File: src/rtl/demux13_rr_sched_if.sv
// Bundle of handshake and status signals between the word source, the
// round-robin scheduler and the 7 channel sinks.
//
// Handshake rule, which applies to both the input side (in_valid/in_ready) and
// the output side (out_valid[i]/out_ready[i]):
//   a transfer happens on a rising clk edge where valid and ready are both high.
//   Once valid is raised, it and its data stay stable until that edge.
//   Ready may be raised or dropped at any time.
//
// Modports:
//   master : source/sink side; drives in_data, in_valid, chan_en and out_ready
//   slave  : scheduler side; drives in_ready, sel, out_data, out_valid, busy,
//            word_cnt and dbg_state (the FSM state, for checkers)
interface demux13_rr_sched_if #(
    parameter int W     = 13,
    parameter int NCH   = 7,
    parameter int CNT_W = 16
);
    logic [W-1:0]     in_data;
    logic             in_valid;
    logic             in_ready;
    logic [NCH-1:0]   chan_en;
    logic [NCH-1:0]   out_ready;
    logic [2:0]       sel;
    logic [W-1:0]     out_data;
    logic [NCH-1:0]   out_valid;
    logic             busy;
    logic [CNT_W-1:0] word_cnt;
    logic [1:0]       dbg_state;

    modport master (
        output in_data, in_valid, chan_en, out_ready,
        input  in_ready, sel, out_data, out_valid, busy, word_cnt, dbg_state
    );

    modport slave (
        input  in_data, in_valid, chan_en, out_ready,
        output in_ready, sel, out_data, out_valid, busy, word_cnt, dbg_state
    );
endinterface

File: src/rtl/demux13_rr_sched.sv
// Round-robin scheduler in front of the 13-bit 1-to-7 demux.
// Takes one word at a time from the source, holds it, picks the next enabled
// channel after the last one served, and offers the word on that channel with
// a one-hot valid until the channel's sink accepts it.
//
// Ports:
//   clk    - clock, all state updates on the rising edge
//   reset  - synchronous, active-high
//   bus    - demux13_rr_sched_if.slave:
//              in_data/in_valid/in_ready  word input handshake
//              chan_en                    per-channel enable (looked at only while arbitrating)
//              out_ready                  per-channel sink ready
//              sel                        demux select, 3'b111 when no channel active
//              out_data/out_valid         held word and one-hot valid
//              busy                       high while arbitrating or sending
//              word_cnt                   delivered-word counter, wraps
//              dbg_state                  FSM state
module demux13_rr_sched #(
    parameter int W       = 13,
    parameter int NCH     = 7,
    parameter bit REVERSE = 1'b1,
    parameter int CNT_W   = 16
) (
    input  logic               clk,
    input  logic               reset,
    demux13_rr_sched_if.slave  bus
);

    typedef enum logic [1:0] {
        IDLE = 2'd0,
        ARB  = 2'd1,
        SEND = 2'd2
    } state_t;

    localparam logic [2:0] NO_SEL = 3'b111;

    state_t           state;
    logic [2:0]       ptr;
    logic [2:0]       sel_q;
    logic [NCH-1:0]   out_valid_q;
    logic [W-1:0]     out_data_q;
    logic [CNT_W-1:0] word_cnt_q;
    logic             in_ready_q;

    logic             arb_found;
    logic [2:0]       arb_idx;
    logic [3:0]       cand;
    logic             out_hs;

    function automatic logic [W-1:0] bitrev(input logic [W-1:0] d);
        logic [W-1:0] r;
        for (int i = 0; i < W; i++) begin
            r[i] = d[W-1-i];
        end
        return r;
    endfunction

    // First enabled channel at or after ptr, wrapping at NCH.
    always_comb begin
        arb_found = 1'b0;
        arb_idx   = NO_SEL;
        cand      = '0;
        for (int k = 0; k < NCH; k++) begin
            cand = {1'b0, ptr} + 4'(k);
            if (cand >= 4'(NCH)) begin
                cand = cand - 4'(NCH);
            end
            if (!arb_found && bus.chan_en[cand[2:0]]) begin
                arb_found = 1'b1;
                arb_idx   = cand[2:0];
            end
        end
    end

    // out_valid is one-hot, so any overlap with out_ready is the selected
    // channel's handshake; ready on other channels cannot match.
    assign out_hs = |(out_valid_q & bus.out_ready);

    always_ff @(posedge clk) begin
        if (reset) begin
            state       <= IDLE;
            ptr         <= '0;
            sel_q       <= NO_SEL;
            out_valid_q <= '0;
            out_data_q  <= '0;
            word_cnt_q  <= '0;
            in_ready_q  <= 1'b0;
        end else begin
            case (state)
                IDLE: begin
                    // in_ready comes up one cycle after reset release.
                    if (!in_ready_q) begin
                        in_ready_q <= 1'b1;
                    end else if (bus.in_valid) begin
                        out_data_q <= REVERSE ? bitrev(bus.in_data) : bus.in_data;
                        in_ready_q <= 1'b0;
                        state      <= ARB;
                    end
                end
                ARB: begin
                    // With nothing enabled the word waits here indefinitely.
                    if (arb_found) begin
                        sel_q       <= arb_idx;
                        out_valid_q <= NCH'(1) << arb_idx;
                        state       <= SEND;
                    end
                end
                SEND: begin
                    // chan_en is not looked at here: a started transfer completes.
                    if (out_hs) begin
                        ptr         <= (sel_q == 3'(NCH-1)) ? 3'd0 : sel_q + 3'd1;
                        word_cnt_q  <= word_cnt_q + CNT_W'(1);
                        out_valid_q <= '0;
                        sel_q       <= NO_SEL;
                        in_ready_q  <= 1'b1;
                        state       <= IDLE;
                    end
                end
                default: begin
                    state       <= IDLE;
                    sel_q       <= NO_SEL;
                    out_valid_q <= '0;
                    in_ready_q  <= 1'b0;
                end
            endcase
        end
    end

    assign bus.in_ready  = in_ready_q;
    assign bus.sel       = sel_q;
    assign bus.out_valid = out_valid_q;
    assign bus.out_data  = out_data_q;
    assign bus.word_cnt  = word_cnt_q;
    assign bus.busy      = (state != IDLE);
    assign bus.dbg_state = state;

endmodule

File: src/flat_wrapper.sv
// flat-port wrapper written by rule: the top's interface ports become plain ports
module demux13_rr_sched_flat 
#(
    parameter int W       = 13,
    parameter int NCH     = 7,
    parameter bit REVERSE = 1'b1,
    parameter int CNT_W   = 16
)
  (clk, reset, bus_in_data, bus_in_valid, bus_chan_en, bus_out_ready, bus_in_ready, bus_sel, bus_out_data, bus_out_valid, bus_busy, bus_word_cnt, bus_dbg_state);
  demux13_rr_sched_if #(.W(W), .NCH(NCH), .CNT_W(CNT_W)) bus_i ();
  input  logic clk;
  input  logic reset;
  input wire logic [$bits(bus_i.in_data)-1:0] bus_in_data;
  input wire logic [$bits(bus_i.in_valid)-1:0] bus_in_valid;
  input wire logic [$bits(bus_i.chan_en)-1:0] bus_chan_en;
  input wire logic [$bits(bus_i.out_ready)-1:0] bus_out_ready;
  output wire logic [$bits(bus_i.in_ready)-1:0] bus_in_ready;
  output wire logic [$bits(bus_i.sel)-1:0] bus_sel;
  output wire logic [$bits(bus_i.out_data)-1:0] bus_out_data;
  output wire logic [$bits(bus_i.out_valid)-1:0] bus_out_valid;
  output wire logic [$bits(bus_i.busy)-1:0] bus_busy;
  output wire logic [$bits(bus_i.word_cnt)-1:0] bus_word_cnt;
  output wire logic [$bits(bus_i.dbg_state)-1:0] bus_dbg_state;
  assign bus_i.in_data = bus_in_data;
  assign bus_i.in_valid = bus_in_valid;
  assign bus_i.chan_en = bus_chan_en;
  assign bus_i.out_ready = bus_out_ready;
  assign bus_in_ready = bus_i.in_ready;
  assign bus_sel = bus_i.sel;
  assign bus_out_data = bus_i.out_data;
  assign bus_out_valid = bus_i.out_valid;
  assign bus_busy = bus_i.busy;
  assign bus_word_cnt = bus_i.word_cnt;
  assign bus_dbg_state = bus_i.dbg_state;
  demux13_rr_sched #(.W(W), .NCH(NCH), .REVERSE(REVERSE), .CNT_W(CNT_W)) u_core (.clk(clk), .reset(reset), .bus(bus_i));
endmodule
File: config.mk
export PLATFORM = sky130hd
export DESIGN_NAME = demux13_rr_sched_flat
export DESIGN_NICKNAME = d
export VERILOG_FILES = /design/src/rtl/demux13_rr_sched_if.sv /design/src/rtl/demux13_rr_sched.sv /design/src/flat_wrapper.sv
export SDC_FILE = /design/constraint.sdc
export NUM_CORES = 1
export LEC_CHECK = 0
export BUFFER_PORTS_ARGS = -buffer_cell sky130_fd_sc_hd__buf_4
export CORE_MARGIN = 2
export CORE_UTILIZATION = 40
export CTS_CLUSTER_SIZE = 25
export DETAILED_ROUTE_END_ITERATION = 6
export HOLD_SLACK_MARGIN = 0.15
export PLACE_DENSITY_LB_ADDON = 0.1
export SLEW_MARGIN = 40
export SYNTH_ARGS = -nofsm -noshare
export SYNTH_HDL_FRONTEND = slang
export SYNTH_SLANG_ARGS = --single-unit
File: constraint.sdc
create_clock -name clk -period 4.4 [get_ports clk]
set_input_delay 1.1 -clock clk [delete_from_list [all_inputs] [get_ports clk]]
set_output_delay 1.1 -clock clk [all_outputs]
set_load 0.01 [all_outputs]
=== After elaboration in Yosys (flattened, before gate mapping) ===
Cells that the tools add are included.

* Input port bits: 30
* Word-level logic and storage cells: 118
* Output and inout bits: 43
* Flip-flop bits (word level): 45

* Bitwise gates (word level): 3
* Order comparisons: 14
* Reductions and logical operators: 20
* Eq/ne operators: 7
* Shifts and indexed selects: 1
* Add/sub/neg operators: 15
* Multiplexer cells: 51

{| class="wikitable"
|+ Operators with widths
! kind !! number
|-
| two-way mux 3 bit || 17
|-
| less-than comparator 3 x 4 -> 1 bit (second input constant) || 7
|-
| >= comparator 4 x 3 -> 1 bit (second input constant) || 6
|-
| binary-select mux 1 bit (select 3 bit) || 7
|-
| one-hot mux 7 bit (3 select lines) || 1
|-
| subtractor 3 bit (second input constant) || 7
|-
| two-way mux 1 bit || 17
|-
| adder 16 x 1 -> 16 bit (second input constant) || 1
|-
| two-way mux 7 bit || 2
|-
| adder 3 x 3 -> 4 bit (second input constant) || 3
|-
| one-hot mux 3 bit (3 select lines) || 1
|-
| adder 3 x 2 -> 4 bit (second input constant) || 2
|-
| two-way mux 2 bit || 4
|-
| bitwise AND 7 bit || 1
|-
| OR reduction 7 bit || 1
|-
| << shifter 1 x 3 -> 7 bit (first input constant) || 1
|-
| logical AND 1 bit || 6
|-
| logical NOT 1 bit || 6
|-
| != test 2 x 1 -> 1 bit (second input constant) || 3
|-
| one-hot mux 2 bit (3 select lines) || 1
|-
| AND reduction 3 bit || 2
|-
| adder 3 x 1 -> 4 bit (second input constant) || 1
|-
| AND reduction 2 bit || 2
|-
| AND reduction 4 bit || 1
|-
| 10 further kinds || 11
|}

=== Logic depth before layout (Yosys ltp) ===
Gate-level depths: netlist of run 1.

* Depth after elaboration: 26
* Mapped depth: 16
* Depth with buffers taken out: 14

=== Worst setup path after synthesis of run 1 ===
No wires, ideal clock.

* Kind: reg-to-reg
* From: register u_core.ptr[1]
* To: register u_core.out_valid_q[0] (netlist: u_core.bus.out_valid[0])
* Period minus slack after synthesis: 4044 ps
* Cell stages (with the launch flop): 16
* Arrival: 3926 ps
* Path slack: 356 ps
* Path buffers: 1
* Required time: 4283 ps
* Library setup time: 117 ps
* Cells stage by stage: dfxtp_1 -> clkbuf_1 -> inv_1 -> ha_1 -> inv_1 -> fa_1 -> nand2_1 -> o21ai_0 -> mux4_2 -> o21ai_0 -> and4bb_2 -> nor3b_4 -> a22oi_1 -> a31oi_2 -> nor3_2 -> a32o_1

* Longest elaborated chain between the ends: 26
* Elaborated cells between the ends (all ways): 72
* Those cells by class: add/sub (13); order compare (7); eq/ne (1); shift (1); mux (37); reduce/logical (13)

{| class="wikitable"
|+ Ends and longest elaborated chain
! element !! line !! text
|-
| from (decl) || demux13_rr_sched.sv:38 || <nowiki>logic [2:0] ptr;</nowiki>
|-
| from (signal assigned) || demux13_rr_sched.sv:111 || <nowiki>ptr <= (sel_q == 3'(NCH-1)) ? 3'd0 : sel_q + 3'd1;</nowiki>
|-
| parallel branches: the longest is 26 deep, another holds adder 3 x 1 -> 4 bit || n/a ||
|-
| to (signal assigned) || demux13_rr_sched.sv:104 || <nowiki>out_valid_q <= NCH'(1) << arb_idx;</nowiki>
|-
| to (decl) || demux13_rr_sched.sv:40 || <nowiki>logic [NCH-1:0] out_valid_q;</nowiki>
|}

Parallel ways; which one is timed is not known. The select of a mux whose other input is x is not followed.
A chain may end at the register's enable or synchronous reset.

=== Worst setup path after layout of run 1 ===
* From: register u_core.ptr[1]
* To: register u_core.out_valid_q[1] (netlist: u_core.bus.out_valid[1])

The elaborated chain is that of the path after synthesis.

==> flow_summary.toml, run 1 <==
[power]
leakagePower_nw = 1.75
power_density_nw_per_um2 = 191
ir_drop_mv = 0.126

[clocking]
cts_tree = "built"
cts.sinks = 45
clk_pin_slew_ns = 0.09
clk_latency_ns = 0.30
hold_buffers = 0
cts.htree.levels = 2
cts_buffer_depth = 2
cts_buffers = 5
cts_root_buf = "clkbuf_8"
post_cts_buffers = 0
post_cts_resized = 0

[cells_and_area]
fin_nets = 585
drive_gt1_share_pct = 22.0
area_delta_synth_final_pct = 19.0
antenna_cells = 0
fillerInstances = 907

[route]
drtAntennaViolNets = 0
first_pass_iters = 5
wire_per_inst_um = 15.5
drt-initial-drc-count = 219
routed_wirelength_um = 10100
viasPerCell = 5.64
drc = 0
via_count = 3679

[yosys]
synth_top_area_share_pct = 24.2
synth.distinct_cells = 81
synth_area_leaders = "dfxtp_1, nand2_1, a21oi_1"
synth_nets = 528
synth_most_common_cell = "nand2_1"
synth_top_area_cell = "dfxtp_1"
postSynthCellCount = 483
syn_area_per_cell_um2 = 7.72
synthArstFlopShare_pct = 0
ys.flop_type = "dfxtp_1"
ys_ff_latch = 45
synth_edf_count = 0
netlist_area_um2 = 3730
synth_commonest_cells = "nand2_1, nor2_1, dfxtp_1"
seq_area_frac_synth_pct = 24.2
yosysWarnings = 0

[die]
coreArea_um2 = 9150
die_x_um = 101
rows = 35
die_area_um2 = 10100
initial_core_util_pct = 40.7
ios = 73
die_h_um = 101

[worst_setup_path]
reg2reg_depth = 13
crit_end = "u_core.bus.out_valid[1]"
cp.required_ns = 4.60
end_kind = "flip-flop"
crit_fanout = 16
worstSetupStartpoint = "u_core.ptr[1]"
r2r_start = "u_core.ptr[1]"
r2r_end = "u_core.bus.out_valid[1]"
r2r_setup_slack_ns = 0.33
critPathKind = "flip-flop to flip-flop"
startpoint_type = "flip-flop"
arrival_ns = 4.27

[global_routing]
grt_pass1_wl_um = 16600
grt-ovfl-total = 0
grt_pass1_vias = 3306
antenna_found_initial = 0
grt_start_max_net_pins = 44
grt_usage_pct = 20.1

[worst_hold_path]
hold_class = "flip-flop to flip-flop"

[sta]
worst_pin_slew_ns = 0.567
slew_headroom_pct = 62.0
finalSetupTns_ns = 0
fin_crit_ns = 4.07
finalHoldViolCount = 0
max_freq_ghz = 0.246
finalSetupViolCount = 0
fin_ws_ns = 0.328
rsz0062_at_grt = "no"
timing.final.max_slew_violations = 0
min_period_over_period_pct = 92.5
skew_ns = 0.00581

[placed_design]
gp_congestion = 0.929
dp_worst_setup_slack_ns = 0.298
dp_hpwl_um = 7510
portBuffers = 72

[flow_run]
cap_violations = 0

[run_status]
status = "finished, final reports clean"
==> worst min path at each step <==
stage,from,endpoint,slack [ns],cells past startpoint
6_report,u_core.bus.out_data[8],u_core.bus.out_data[8],0.46,2
4_1_cts,u_core.bus.out_data[8],u_core.bus.out_data[8],0.46,2
5_1_grt,u_core.bus.out_data[8],u_core.bus.out_data[8],0.49,2
3_5_place_dp,u_core.bus.out_data[8],u_core.bus.out_data[8],0.45,2
3_3_place_gp,u_core.bus.out_data[7],u_core.bus.out_data[7],0.44,2
2_1_floorplan,u_core.bus.out_data[0],u_core.bus.out_data[0],0.48,2
==> area by class of cell <==
type / count / area [µm²] / share of cell area (%)
multi-input combinational: 387 / 2610 / 58.9
timing repair buffer: 84 / 631 / 14.2
inverter: 17 / 63.8 / 1.44
sequential: 45 / 902 / 20.3
tap: 111 / 139 / 3.13
clock inverter: 3 / 21.3 / 0.479
clock buffer: 5 / 68.8 / 1.55
==> layout by cell type (no fill, tap or decap), types with 7 or more instances in the layout <==
| master | count |
|---|---|
| mux2i_1 | 12 |
| o21ai_1 | 7 |
| o21ai_0 | 13 |
| a21oi_1 | 38 |
| nand3_1 | 13 |
| inv_1 | 15 |
| nor3_1 | 7 |
| xor2_1 | 16 |
| nand2_1 | 56 |
| dfxtp_1 | 44 |
| nand2b_1 | 12 |
| nand4_1 | 8 |
| nor2_1 | 46 |
| nand3b_1 | 9 |
| a211oi_1 | 10 |
| nor2b_1 | 11 |
| buf_4 | 84 |
| ha_1 | 14 |
==> critical path, stage by stage (launching register included) <==
cell,delay [ns]
dfxtp_1,0.34
buf_4,0.17
ha_1,0.20
ha_1,0.57
nor2b_1,0.15
a32o_1,0.24
a2111oi_2,0.58
mux2i_2,0.24
and4bb_2,0.40
nor3b_4,0.29
a22oi_1,0.12
a31oi_2,0.32
nor3_2,0.08
a32o_1,0.27
==> power breakdown <==
part | internal, mW | total, mW | switching [mW]
Combinational | 0.0706 | 0.154 | 0.0837
Sequential | 0.418 | 0.427 | 0.00965
Clock | 0.113 | 0.266 | 0.153
==> state kept, by name, indices dropped and copies added, names as in the netlist <==
signal,count
u_core.bus.out_data,13
u_core.bus.in_ready,1
u_core.bus.out_valid,7
u_core.bus.word_cnt,16
u_core.bus.dbg_state,2
u_core.ptr,3
u_core.bus.sel,3
==> cells by family (layout without fill, tap and decap cells) <==
| group | count (synthesis) | count (layout) | synth area share (%) |
|---|---|---|---|
| and+or+nand+nor | 193 | 193 | 27.0 |
| AOI/OAI and AO/OA | 136 | 136 | 25.4 |
| buffers and inverters | 51 | 109 | 5.94 |
| DFF | 45 | 45 | 24.2 |
| xor gates and xnor gates | 22 | 22 | 5.37 |
| muxes | 21 | 21 | 6.91 |
| adders and majority gates | 15 | 15 | 5.23 |
==> per-layer routing <==
layer	routed length, µm	part of all wire, %	GRT usage, %
met1	4770	47	28.1
met2	4560	45	31.6
met3	663	6.6	4.23
met4	95	0.94	4.95
met5	0	0	0
==> stage by stage <==
| stage | utilization (%) | total power, mW | hold WS [ns] | cell area (µm²) | std cells |
|---|---|---|---|---|---|
| after detailed placement | 47.5 | 0.592 | 0.450 | 4350 | 644 |
| after global placement | 47.5 | 0.591 | 0.443 | 4350 | 644 |
| final | 48.5 | 0.848 | 0.460 | 4440 | 652 |
| after global routing | 48.5 | 0.901 | 0.489 | 4440 | 652 |
| after floorplan | - | 0.528 | 0.481 | 3730 | 483 |
| after CTS | 48.5 | 0.860 | 0.463 | 4440 | 652 |
No activity file was read; power rests on OpenSTA's default activity.
==> run 2, diff against run 1 <==
- clock period: 4.4 -> 4.06 ns (I/O delays scaled with it)
==> run 2 against run 1 <==
Clock power increased by 30%. Utilization increased by 1.4 points. Critical path depth increased by 1. Sequential share of layout area decreased by 0.56 points. Flip-flop and latch count unchanged. Fmax increased by 6.6%. Count of clock-buffer cells in the layout increased by 2. Final cell count increased by 1.7%. Design area increased by 2.8%. Combinational power increased by 12%. Highest routed layer unchanged.
==> flow_summary.toml, run 2 (same netlist as run 1, synthesis figures left out) <==
[run_status]
status = "finished, final reports clean"

[placed_design]
dp_hpwl_um = 7860
gp_congestion = 0.867
portBuffers = 72

[route]
via_count = 3777
viasPerCell = 5.70
wire_per_inst_um = 15.9
drtAntennaViolNets = 0
drt-initial-drc-count = 258
first_pass_iters = 4
drc = 0
routed_wirelength_um = 10500

[cells_and_area]
final_common_cell = "buf_4"
final_core_util_pct = 49.9
seqCellArea_um2 = 902
area_delta_synth_final_pct = 22.4
fin_nets = 596
drive_gt1_share_pct = 23.6
antenna_cells = 0
multiInputGateArea_um2 = 2630
largest_register_ffs = 16
fillerInstances = 925
final_cell_mix = "buf_4, nand2_1, nor2_1"

[worst_setup_path]
cp.required_ns = 4.25
startpoint_type = "flip-flop"
arrival_ns = 4.00
critPathKind = "flip-flop to flip-flop"
end_kind = "flip-flop"
crit_fanout = 10

[sta]
skew_ns = 0.00612
max_freq_ghz = 0.262
fin_crit_ns = 3.82
finalSetupViolCount = 0
slew_headroom_pct = 61.8
finalSetupTns_ns = 0
timing.final.max_slew_violations = 0
min_period_over_period_pct = 94.1
worst_pin_slew_ns = 0.570
finalHoldViolCount = 0
rsz0062_at_grt = "no"

[global_routing]
grt-ovfl-total = 0
grt_pass1_vias = 3439
grt_usage_pct = 20.9
antenna_found_initial = 0
grt_start_max_net_pins = 44
grt_pass1_wl_um = 17300

[clocking]
cts_root_buf = "clkbuf_8"
cts_buffers = 5
cts.htree.levels = 2
clk_pin_slew_ns = 0.08
post_cts_buffers = 0
cts_buffer_depth = 2
post_cts_resized = 0
clk_latency_ns = 0.29
cts.sinks = 45
cts_tree = "built"
hold_buffers = 0

[die]
initial_core_util_pct = 40.7
die_area_um2 = 10100
coreArea_um2 = 9150
rows = 35
die_h_um = 101
ios = 73
die_x_um = 101

[flow_run]
cap_violations = 0

[power]
power_density_nw_per_um2 = 215
ir_drop_mv = 0.121
leakagePower_nw = 1.82

[worst_hold_path]
hold_class = "flip-flop to flip-flop"
## run 2: cell count changes in the layout (fill, tap and decap cells not counted), sizes merged
cell	delta
buf	+11
bufinv	+1
clkbuf	+2
clkinvlp	-1
inv	-1
clkinv	-1
## run 2: final timing paths
kind                              to  slack (ns)                   start  cells past startpoint
min reg2reg   u_core.bus.out_data[0]        0.46  u_core.bus.out_data[0]                      2
min           u_core.bus.out_data[0]        0.46  u_core.bus.out_data[0]                      2
max          u_core.bus.out_valid[1]        0.24           u_core.ptr[1]                     14
max reg2reg  u_core.bus.out_valid[1]        0.24           u_core.ptr[1]                     14
## run 2: area by class of cell
type	count	area share [%]
multi-input cells	387	57.6
flip-flops and latches	45	19.8
repair buffers	95	15.6
well taps	111	3.04
clock buffers	7	1.89
inverters	17	1.40
clock inverters	1	0.658
## run 2: routing by layer
metal  GRT usage (%)  routed length [µm]  vias to the layer above  share of wire (%)
met3            3.47                 519                        6                4.9
met5               0                   0                        -                  0
met2            32.4                4700                      110                 45
met1            30.7                5250                     1771                 50
li1                -                   -                     1890                  -
met4            4.00                  67                        0               0.64
## run 2: where the power goes
part | switching (mW) | internal (mW) | leakage, nW
clock network | 0.147 | 0.201 | 0.0585
registers | 0.0104 | 0.453 | 0.365
logic | 0.0933 | 0.0788 | 1.40
## run 2: per-stage QoR
step / setup WS, ns / hold slack, ns / total power, mW / instances / area, µm²
after floorplan: 0.0162 / 0.481 / 0.573 / 483 / 3730
after global placement: 0.294 / 0.443 / 0.643 / 655 / 4430
after detailed placement: 0.163 / 0.448 / 0.644 / 655 / 4430
after CTS: 0.141 / 0.460 / 0.993 / 663 / 4550
after global routing: 0.00668 / 0.484 / 1.04 / 663 / 4560
final: 0.241 / 0.458 / 0.983 / 663 / 4560
## run 2: worst max-delay path, stage by stage (launching register included)
cell	delay [ns]
dfxtp_1	0.33
buf_4	0.17
ha_1	0.20
ha_1	0.39
buf_4	0.21
nand2_1	0.13
o32ai_1	0.11
a221oi_1	0.47
mux2i_2	0.22
and4bb_2	0.39
nor3b_4	0.30
a22oi_1	0.13
a31oi_2	0.33
nor3_2	0.08
a32o_1	0.27
==> run 3, diff against run 2 <==
- clock period: 4.06 -> 4.1 ns (I/O delays scaled with it)
==> run 3 against run 2 <==
Clock skew up 0.0031 ns. Non-clock buffer count down 1. Setup slack better by 0.086 ns. Utilization about the same. Die area unchanged. Total power down 0.10%. Fmax up 1.2%. Routed wire length down 0.85%. Critical path depth down 1. Worst hold slack better by 0.0010 ns. Sequential power down 1%. First-iteration DRC count up 8.9%.
==> flow_summary.toml, run 3 (same netlist as run 1, synthesis figures left out) <==
[route]
via_count = 3745
routed_wirelength_um = 10400
wire_per_inst_um = 15.8
first_pass_iters = 5
drtAntennaViolNets = 0
viasPerCell = 5.66
drc = 0
drt-initial-drc-count = 281

[worst_setup_path]
arrival_ns = 3.96
critPathKind = "flip-flop to flip-flop"
reg2reg_depth = 13
r2r_start = "u_core.ptr[0]"
cp_num_buf_inv = 1
path_cells = "ha_1 -> ha_1 -> buf_4 -> nand2_1 -> o32ai_1 -> a221oi_1 -> mux2i_2 -> and4bb_2 -> nor3b_4 -> a22oi_1 -> a31oi_2 -> nor3_2 -> a32o_1"
cp.required_ns = 4.29
end_kind = "flip-flop"
crit_fanout = 16
r2r_setup_slack_ns = 0.33
cpPeakStageDelay_ns = 0.47
critical-path-top-delay-family = "compound AO/OA/AOI/OAI gates"
r2r_end = "u_core.bus.out_valid[0]"
startpoint_type = "flip-flop"
cpMostUsedCell = "ha_1"
slowest_stage = "a221oi_1"

[sta]
rsz0062_at_grt = "no"
timing.final.max_slew_violations = 0
finalHoldViolCount = 0
finalSetupTns_ns = 0
fin_crit_ns = 3.77
slew_headroom_pct = 60.1
min_period_over_period_pct = 92.0
worst_pin_slew_ns = 0.595
finalSetupViolCount = 0
skew_ns = 0.00923
max_freq_ghz = 0.265

[global_routing]
antenna_found_initial = 0
grt_pass1_vias = 3354
grt_pass1_wl_um = 17100
grt_start_max_net_pins = 44
grt_usage_pct = 20.7
grt-ovfl-total = 0

[worst_hold_path]
min_path_cells = 2
worstHoldStart = "u_core.bus.out_data[9]"
hold_path_end = "u_core.bus.out_data[9]"
hold_class = "flip-flop to flip-flop"

[clocking]
cts_root_buf = "clkbuf_8"
cts.sinks = 45
cts.htree.levels = 2
clk_pin_slew_ns = 0.09
cts_buffer_depth = 2
cts_tree = "built"
post_cts_buffers = 0
clk_latency_ns = 0.30
cts_buffers = 5

[cells_and_area]
fin_nets = 595
antenna_cells = 0
fin_cells = 662
area_delta_synth_final_pct = 22.3
largest_register_ffs = 16
final_cell_mix = "buf_4, nand2_1, nor2_1"
final_core_util_pct = 49.8
drive_gt1_share_pct = 23.6
final_common_cell = "buf_4"
fillerInstances = 914

[placed_design]
dp_hpwl_um = 7730
gp_congestion = 0.905
portBuffers = 72
dp.cells = 654

[die]
ios = 73
die_area_um2 = 10100
coreArea_um2 = 9150
die_x_um = 101
rows = 35
initial_core_util_pct = 40.7
die_h_um = 101

[power]
ir_drop_mv = 0.116
power_density_nw_per_um2 = 215
totalPowerFinal_mw = 0.982
leakagePower_nw = 1.81

[flow_run]
cap_violations = 0

[run_status]
status = "finished, final reports clean"
==> run 3: cell count changes in the layout (fill, tap and decap cells not counted), sizes merged <==
cell | before | now
buf | 95 | 94
clkinvlp | 0 | 1
clkbuf | 7 | 6
==> run 3: how the worst max path moves through the flow <==
stage | from | endpoint | slack, ns | cells past startpoint
2_1_floorplan | u_core.ptr[1] | u_core.bus.out_valid[0] | 0.06 | 15
3_3_place_gp | u_core.ptr[0] | u_core.bus.out_valid[1] | 0.35 | 14
3_5_place_dp | bus_chan_en[1] | u_core.bus.out_valid[0] | 0.27 | 10
4_1_cts | u_core.ptr[0] | u_core.bus.out_valid[0] | 0.26 | 13
5_1_grt | u_core.ptr[1] | u_core.bus.out_valid[0] | 0.01 | 14
6_report | u_core.ptr[0] | u_core.bus.out_valid[0] | 0.33 | 13
==> run 3: through the flow <==
stage	hold WS, ns	area, µm²	worst slack [ns]
after floorplan	0.481	3730	0.0562
after global placement	0.443	4420	0.347
after detailed placement	0.447	4420	0.270
after CTS	0.461	4540	0.265
after global routing	0.476	4560	0.0125
final	0.459	4560	0.328
==> run 3: routing by layer <==
metal	global-route usage, %	routed length (µm)	vias up
met3	2.91	655	4
li1	-	-	1893
met5	0	0	-
met2	32.8	4770	128
met4	2.85	35	0
met1	30.5	4980	1720
==> run 3: where the power goes <==
group / internal, mW / switching (mW)
sequential: 0.448 / 0.00996
combinational: 0.0781 / 0.0917
clock: 0.198 / 0.156
total: 0.724 / 0.257
==> run 3: worst reg2reg max path, stage by stage, from the launching register on <==
cell	delay, ns
dfxtp_4	0.42
ha_1	0.24
ha_1	0.37
buf_4	0.20
nand2_1	0.15
o32ai_1	0.11
a221oi_1	0.47
mux2i_2	0.22
and4bb_2	0.40
nor3b_4	0.30
a22oi_1	0.13
a31oi_2	0.31
nor3_2	0.08
a32o_1	0.27
==> run 3: final cells by class <==
| class | instances | area, µm² | share of cell area [%] |
|---|---|---|---|
| Multi-Input combinational cell | 387 | 2630 | 57.6 |
| Clock buffer | 6 | 82.6 | 1.81 |
| Clock inverter | 2 | 37.5 | 0.823 |
| Inverter | 17 | 63.8 | 1.40 |
| Tap cell | 111 | 139 | 3.05 |
| Sequential cell | 45 | 905 | 19.8 |
| Timing Repair Buffer | 94 | 706 | 15.5 |
==> run 3: repair_timing <==
item / CTS / global route
hold buffers: 0 / 0
endpoints found under the hold margin: 0 / 0
setup endpoints to repair: 0 / 8
gates resized for setup: 0 / 3
